--- config.mk ---
export PLATFORM = sky130hd
export DESIGN_NAME = life_pattern_loader
export DESIGN_NICKNAME = d
export VERILOG_FILES = /design/src/rtl/life_pattern_loader.sv
export SDC_FILE = /design/constraint.sdc
export NUM_CORES = 1
export LEC_CHECK = 0
export ABC_AREA = 1
export BUFFER_PORTS_ARGS = -buffer_cell sky130_fd_sc_hd__buf_2
export CAP_MARGIN = 15
export CELL_PAD_IN_SITES_DETAIL_PLACEMENT = 0
export CELL_PAD_IN_SITES_GLOBAL_PLACEMENT = 1
export CORE_UTILIZATION = 41
export CTS_CLUSTER_DIAMETER = 60
export DETAILED_ROUTE_END_ITERATION = 8
export PLACE_DENSITY_LB_ADDON = 0.25
export SLEW_MARGIN = 20
export SYNTH_ARGS = -nofsm -noshare
export SYNTH_HDL_FRONTEND = slang
export SYNTH_SLANG_ARGS = --single-unit
export TNS_END_PERCENT = 1
--- constraint.sdc ---
create_clock -name clk -period 2.6 [get_ports clk]
set_input_delay 0.52 -clock clk [delete_from_list [all_inputs] [get_ports clk]]
set_output_delay 0.52 -clock clk [all_outputs]
set_load 0.02 [all_outputs]
--- src/rtl/life_pattern_loader.sv ---
// life_pattern_loader
// Upstream feeder for the 8x8 life array. Collects an 8-row board image from a
// valid/ready byte stream, writes it to the array as four 16-bit tile words,
// and generates generation steps. Steps come periodically while run is high,
// or once on a single_step request while run is low. Stepping is held off
// whenever a load is partly received or being written, so step and write_enb
// never coincide.
//
// Ports
//   clk, reset                      clock; synchronous active-low reset
//   byte_in, byte_valid, byte_ready row stream, row 0 (north) first, bit j = column j
//   run                             enables periodic stepping
//   single_step                     one-cycle request for one step while run is low
//   vali, vali_selector, write_enb  tile write port (sel 0=NW 1=SW 2=NE 3=SE)
//   step                            one-cycle generation strobe
//   load_done                       pulse in the cycle after the fourth tile write
//   busy                            load partly received or being written
//
// state     | meaning
// S_COLLECT | accepting rows into the buffer (byte_ready high)
// S_WRITE   | presenting tile sel_q to the array, one tile per cycle

module life_pattern_loader #(
   parameter int unsigned STEP_PERIOD = 25_000_000,
   parameter int unsigned CNT_W       = 25
) (
   input  logic        clk,
   input  logic        reset,
   input  logic [7:0]  byte_in,
   input  logic        byte_valid,
   output logic        byte_ready,
   input  logic        run,
   input  logic        single_step,
   output logic [15:0] vali,
   output logic [1:0]  vali_selector,
   output logic        write_enb,
   output logic        step,
   output logic        load_done,
   output logic        busy
);

   typedef enum logic {
      S_COLLECT = 1'b0,
      S_WRITE   = 1'b1
   } state_t;

   localparam logic [CNT_W-1:0] CNT_LAST = CNT_W'(STEP_PERIOD - 1);

   state_t           state_q;
   logic [2:0]       row_cnt_q;
   logic [63:0]      rows_q;       // row i lives at bits [8i+7:8i]
   logic [63:0]      board_acc;    // board including the byte being accepted now
   logic [CNT_W-1:0] cnt_q;
   logic             pend_q;
   logic [15:0]      vali_q;
   logic [1:0]       sel_q;
   logic [1:0]       sel_d;
   logic             we_q;
   logic             step_q;
   logic             done_q;
   logic             accept;

   // Tile t covers rows 4*t[0].. and columns 4*t[1]..; word bit 4c+r holds
   // board[R+r][C+c], the column-major order the array's neighbour wiring expects.
   function automatic logic [15:0] pack_tile(input logic [63:0] b, input logic [1:0] t);
      logic [15:0] w;
      logic [5:0]  bidx;
      logic [3:0]  widx;
      w = '0;
      for (int c = 0; c < 4; c++) begin
         for (int r = 0; r < 4; r++) begin
            bidx    = 6'(8 * ((t[0] ? 4 : 0) + r) + (t[1] ? 4 : 0) + c);
            widx    = 4'(4 * c + r);
            w[widx] = b[bidx];
         end
      end
      return w;
   endfunction

   assign byte_ready    = (state_q == S_COLLECT);
   assign busy          = (state_q == S_WRITE) || (row_cnt_q != 3'd0);
   assign accept        = byte_valid && byte_ready;
   assign sel_d         = sel_q + 2'd1;
   assign vali          = vali_q;
   assign vali_selector = sel_q;
   assign write_enb     = we_q;
   assign step          = step_q;
   assign load_done     = done_q;

   always_comb begin
      board_acc = rows_q;
      board_acc[{row_cnt_q, 3'b000} +: 8] = byte_in;
   end

   // Buffer contents are don't-care after reset; only row_cnt_q gates their use.
   always_ff @(posedge clk) begin
      if (accept) begin
         rows_q[{row_cnt_q, 3'b000} +: 8] <= byte_in;
      end
   end

   always_ff @(posedge clk) begin
      if (!reset) begin
         state_q   <= S_COLLECT;
         row_cnt_q <= 3'd0;
         vali_q    <= 16'd0;
         sel_q     <= 2'd0;
         we_q      <= 1'b0;
         step_q    <= 1'b0;
         done_q    <= 1'b0;
         cnt_q     <= '0;
         pend_q    <= 1'b0;
      end else begin
         done_q <= 1'b0;
         step_q <= 1'b0;

         case (state_q)
            S_COLLECT: begin
               if (accept) begin
                  row_cnt_q <= row_cnt_q + 3'd1;
                  if (row_cnt_q == 3'd7) begin
                     state_q <= S_WRITE;
                     sel_q   <= 2'd0;
                     vali_q  <= pack_tile(board_acc, 2'd0);
                     we_q    <= 1'b1;
                  end
               end
            end
            S_WRITE: begin
               if (sel_q == 2'd3) begin
                  state_q <= S_COLLECT;
                  we_q    <= 1'b0;
                  done_q  <= 1'b1;
               end else begin
                  sel_q  <= sel_d;
                  vali_q <= pack_tile(rows_q, sel_d);
               end
            end
            default: begin
               state_q <= S_COLLECT;
               we_q    <= 1'b0;
            end
         endcase

         // busy covers the cycle a write is launched (row_cnt_q == 7), so a
         // step can never be registered alongside write_enb.
         if (!run) begin
            cnt_q <= '0;
            if (pend_q && !busy) begin
               step_q <= 1'b1;
               pend_q <= 1'b0;
            end else if (single_step) begin
               pend_q <= 1'b1;
            end
         end else begin
            pend_q <= 1'b0;
            if (!busy) begin
               if (cnt_q == CNT_LAST) begin
                  cnt_q  <= '0;
                  step_q <= 1'b1;
               end else begin
                  cnt_q <= cnt_q + CNT_W'(1);
               end
            end
         end
      end
   end

endmodule
[Yosys cells after proc, flatten, opt, wreduce, memory -nomap -nowiden]
Cells that the tools add are included.
Storage, ports and cells
  bits in read-only memories: 0
  memory bits (writable): 0
  output and inout bits: 23
  bits in latches: 0
  word-level logic and storage cells: 128
  bits in registers: 115
  memories: 0
Operators by class
  muxes and demuxes: 57
  shifts and indexed selects: 2
  $add $sub $neg: 23
  multiply operators: 0
  reduce and logical (&&, ||, !) cells: 11
  div/mod/pow operators: 0
  bitwise logic cells: 2
  order comparisons: 16
  equality and inequality tests: 7
Operators with widths (count)
  $lt A6 B7 Y1 const B: 16
  $bmux W1 S6: 16
  $bwmux W64: 1
  $shift A8 B8 Y64 const A: 1
  $shiftx A8 B8 Y64: 1
  $add A6 B3 Y6 const B: 8
  $mux W16: 3
  $pmux W16 S2: 1
  $mux W1: 27
  $add A25 B1 Y25 const B: 1
  $eq A25 B25 Y1 const B: 1
  $mux W25: 1
  $add A6 B2 Y6 const B: 4
  $add A6 B3 Y6: 2
  $add A6 B4 Y6: 2
  $neg A6 Y8: 1
  $add A3 B1 Y3 const B: 2
  $add A3 B2 Y3 const B: 2
  $mux W2: 3
  $mux W3: 2
  $ne A2 B1 Y1 const B: 3
  $reduce_and A2 Y1: 3
  $reduce_and A3 Y1: 2
  $pmux W1 S2: 2
  other kinds (11): 13

[Depth between registers and ports, before layout]
  depth after elaboration: 9
  mapped depth: 13
  mapped depth without buffers: 12

[Worst setup path before layout]
OpenSTA, ideal clock, no wires.
  kind: register to register
  from: register, netlist name row_cnt_q[0]
  to: register rows_q[40], enable pin
  data arrival time: 2.156 ns
  stages on the path, launching flop included: 8
  required time: 2.217 ns
  path buffers: 1
  slack: 0.061 ns
  clock period less this slack: 2.539 ns
  cell sequence: dfxtp_1 -> inv_2 -> ha_1 -> ha_1 -> buf_4 -> nor2_1 -> nand2_1 -> nor3_1
RTL lines
  end signal, assigned by index: RTL line 98  | rows_q[{row_cnt_q, 3'b000} +: 8] <= byte_in;
  end, declared: RTL line 51  | logic [63:0] rows_q;

[Worst setup path in the final report]
  from: register row_cnt_q[0]
  to: output port busy
Between the ends
  word-level cells in the longest chain between the ends: 2
RTL lines
  start, declared: RTL line 50  | logic [2:0] row_cnt_q;
  start signal, assigned: RTL line 120  | row_cnt_q <= row_cnt_q + 3'd1;
  $reduce_bool A3 Y1: RTL line 81  | assign busy = (state_q == S_WRITE) || (row_cnt_q != 3'd0);
  $logic_or A1 B1 Y1: RTL line 81
  end, declared: RTL line 39  | output logic busy
Every way passes these cells.

==> run summary <==
=================================================================================================
Gpl congestion                                                                              0.882
CP arrival                                                                                1.88 ns
Headroom to the max-slew limit                                                              59.6%
Final HPWL from detailed placement                                                   10,700 microns
Overall die area                                                                     0.0144 sq mm
Total Nets Final                                                                              787
Pin slew with the least headroom to its limit                                            0.605 ns
Sequential-to-total area share from yosys stat                                              51.5%
P&R area growth vs syn                                                                      17.7%
Result of the run                                                                    finished clean
Site row count                                                                                 42
Reg2Reg Setup Slack                                                                       0.21 ns
Antenna violations before repair                                                                0
Number of synthesized register bits                                                           115
Synth Net Count                                                                               740
Antenna diode count                                                                             0
Max-cap violation count                                                                         0
Worst Setup EP                                                                               busy
DP Worst Slack                                                                           0.255 ns
Setup tns final                                                                              0 ns
Critical path start-end classification                                                    reg2out
Type of element capturing the critical path                                          primary output
Leakage                                                                                   2.75 nW
Reg2reg start                                                                        row_cnt_q[0]
Via count of the routed design                                                              4,909
Clock sinks                                                                                   115
Total count of hold-check failures in the final report                                          0
Largest fanout of any net on the critical path                                                  7
Iteration-0 DRC Markers                                                                       463
Global-route wire length before repair                                               24,000 microns
Post-Syn Instances                                                                            720
Final-report max-slew violation count                                                           0
Endpoint required time on the critical path                                               2.08 ns
Max Buffers Root-to-Sink                                                                        2
Count of buffers from port buffering                                                           35
Post-CTS Setup Bufs                                                                             0
Clock buffer count from CTS                                                                    17
Endpoint of the most critical register-to-register path                                rows_q[59]
Slack of the critical path                                                               0.196 ns
DR vias/cell                                                                                 5.13
Number of global-route vias before repair                                                   4,554
Setup skew after layout                                                                 0.0103 ns
Syn. warnings                                                                                   0
Avg Cell Area, Syn                                                                     7.94 sq um
Finish-stage setup viols                                                                        0
Post-layout minimum cycle time                                                            2.40 ns
Routed WL per cell                                                                   15.7 microns
Setup repair after global routing missed its margin                                            no
Depth of the worst register-to-register path                                                    7
Number of nets still failing antenna checks after routing                                       0
Core area                                                                            0.0134 sq mm
Clock tree from TritonCTS                                                                    done
Ratio of total power to cell area                                                     722 mW/mm^2
Cell area after technology mapping                                                   0.00572 sq mm
Gr usage total                                                                              22.3%
Launching element of the worst setup path                                            row_cnt_q[0]
Path type of the worst min-delay path                                                      in2reg
Final WL                                                                             15,000 microns
Starting density of the core                                                                42.7%
Fin crit share                                                                              92.5%
Maximum number of pins on one net before global-route repair                                   34
DR DRC count                                                                                    0
CTS resizes                                                                                     0
Clock root buffer                                                                    sky130_fd_sc_hd__clkbuf_16
I/O pin total                                                                                  36
Most common library cell in the layout ignoring fill and taps                        sky130_fd_sc_hd__nand2_1
Die extent in x                                                                       120 microns
Hold buffers post-CTS                                                                           0
Source-to-sink clock delay at the later pin of the worst-skew pair                        0.42 ns
Vertical die dimension                                                                120 microns
Number of iterations in the first detailed-routing pass                                         5
Kind of start point of the critical path                                                 register
Most frequent cells in the layout                                                    186 x sky130_fd_sc_hd__nand2_1, 121 x sky130_fd_sc_hd__nor2_1, 70 x sky130_fd_sc_hd__nand3_1
GRT overflow                                                                                    0
Maximum operating frequency                                                               416 MHz
Proportion of layout cells with a drive suffix above 1                                      14.6%
Register clock-pin slew on the reported worst setup and hold paths                        0.06 ns
Number of distinct library cell variants in the gate-level netlist after synthesis             37
Worst-case vdd ir drop                                                                     392 uV
H-tree levels                                                                                   4
=================================================================================================
how the worst min path moves through the flow:
stage                 to  cells past startpoint  slack [ns]      start
3_3_place_gp    vali[15]                      2        0.44   vali[15]
3_5_place_dp     vali[3]                      2        0.44    vali[3]
5_1_grt           pend_q                      3        0.40        run
2_1_floorplan  cnt_q[19]                      2        0.46  cnt_q[19]
4_1_cts           pend_q                      3        0.38        run
6_report          pend_q                      3        0.38        run
registers in the layout, indices dropped and copies added, names as in the netlist, 2 cells and up:
name           cells
cnt_q             25
row_cnt_q          3
vali              16
rows_q            64
vali_selector      2
synthesized netlist by cell type:
| cell type | number | share of area [%] |
|---|---|---|
| sky130_fd_sc_hd__ha_1 | 7 | 1.5 |
| sky130_fd_sc_hd__nand3_1 | 70 | 6.1 |
| sky130_fd_sc_hd__nor2_1 | 121 | 7.9 |
| sky130_fd_sc_hd__buf_2 | 7 | 0.61 |
| sky130_fd_sc_hd__o31ai_1 | 1 | 0.13 |
| sky130_fd_sc_hd__o211ai_1 | 5 | 0.66 |
| sky130_fd_sc_hd__nor3_1 | 12 | 1.1 |
| sky130_fd_sc_hd__inv_1 | 67 | 4.4 |
| sky130_fd_sc_hd__xor2_1 | 3 | 0.46 |
| sky130_fd_sc_hd__inv_4 | 1 | 0.11 |
| sky130_fd_sc_hd__a21oi_1 | 22 | 1.9 |
| sky130_fd_sc_hd__inv_2 | 7 | 0.46 |
| sky130_fd_sc_hd__or2_0 | 1 | 0.11 |
| sky130_fd_sc_hd__nor2_2 | 6 | 0.66 |
| sky130_fd_sc_hd__edfxtp_1 | 64 | 34 |
| sky130_fd_sc_hd__nand3_2 | 4 | 0.70 |
| sky130_fd_sc_hd__or2_2 | 2 | 0.22 |
| sky130_fd_sc_hd__buf_4 | 5 | 0.66 |
| sky130_fd_sc_hd__and2_1 | 6 | 0.66 |
| sky130_fd_sc_hd__clkinv_1 | 1 | 0.066 |
| sky130_fd_sc_hd__nand4_1 | 11 | 1.2 |
| sky130_fd_sc_hd__nor3b_1 | 1 | 0.13 |
| sky130_fd_sc_hd__nand2_4 | 3 | 0.59 |
| sky130_fd_sc_hd__or2_1 | 1 | 0.11 |
| sky130_fd_sc_hd__buf_6 | 1 | 0.20 |
| sky130_fd_sc_hd__o22ai_1 | 1 | 0.11 |
| sky130_fd_sc_hd__o21ai_1 | 8 | 0.70 |
| sky130_fd_sc_hd__nand2_1 | 186 | 12 |
| sky130_fd_sc_hd__o21bai_1 | 1 | 0.13 |
| sky130_fd_sc_hd__clkbuf_1 | 6 | 0.39 |
| sky130_fd_sc_hd__nor2_4 | 5 | 0.99 |
| sky130_fd_sc_hd__mux2i_1 | 1 | 0.18 |
| sky130_fd_sc_hd__dfxtp_1 | 51 | 18 |
| sky130_fd_sc_hd__nand2_2 | 5 | 0.55 |
| sky130_fd_sc_hd__buf_1 | 2 | 0.13 |
| sky130_fd_sc_hd__nand3_4 | 1 | 0.31 |
| sky130_fd_sc_hd__o21ai_0 | 24 | 2.1 |
routing by layer:
metal	vias to the layer above	share of wire, %	global-route usage, %
li1	2438	-	-
met1	2316	48	30.9
met2	140	45	34.3
met3	15	4.8	3.80
met4	0	1.4	9.06
met5	-	0	0
area by class of cell:
type                            count  area, sq um
Fill cell                        1296         6670
Clock buffer                       18          439
Sequential cell                   115         2940
Timing Repair Buffer               49          280
Inverter                           76          288
Clock inverter                     14          185
Multi-Input combinational cell    508         2370
Tap cell                          176          220
stage by stage:
step / instance area, sq um / util [%] / instances / total power [W] / hold WS, ns
3_3_place_gp: 6100 / 45.5 / 924 / 0.00241 / 0.437
4_1_cts: 6730 / 50.2 / 956 / 0.00487 / 0.381
6_report: 6730 / 50.2 / 956 / 0.00485 / 0.382
5_1_grt: 6730 / 50.2 / 956 / 0.00500 / 0.399
2_1_floorplan: 5720 / - / 720 / 0.00230 / 0.455
3_5_place_dp: 6100 / 45.5 / 924 / 0.00242 / 0.442
cells by family (layout without fill, tap and decap cells):
| family | after synthesis | count (layout) | synth area share [%] |
|---|---|---|---|
| buf+inv | 97 | 157 | 7.03 |
| compound gates | 62 | 62 | 5.76 |
| fa+ha+maj | 7 | 7 | 1.53 |
| mux | 1 | 1 | 0.175 |
| simple gates | 435 | 435 | 33.6 |
| xor+xnor | 3 | 3 | 0.460 |
| flops | 115 | 115 | 51.5 |
power breakdown:
group | total (W) | internal (W) | switching [W]
logic | 0.000386 | 0.000108 | 0.000277
registers | 0.00200 | 0.00198 | 0.0000246
clock network | 0.00247 | 0.00162 | 0.000847
total | 0.00485 | 0.00371 | 0.00115
worst max-delay path, stage by stage (launching register included):
cell                      delay (ns)
sky130_fd_sc_hd__dfxtp_1        0.46
sky130_fd_sc_hd__inv_2          0.13
sky130_fd_sc_hd__ha_1           0.25
sky130_fd_sc_hd__ha_1           0.27
sky130_fd_sc_hd__nand2_4        0.16
sky130_fd_sc_hd__buf_2          0.18
Power figures use the tool's default switching activity.
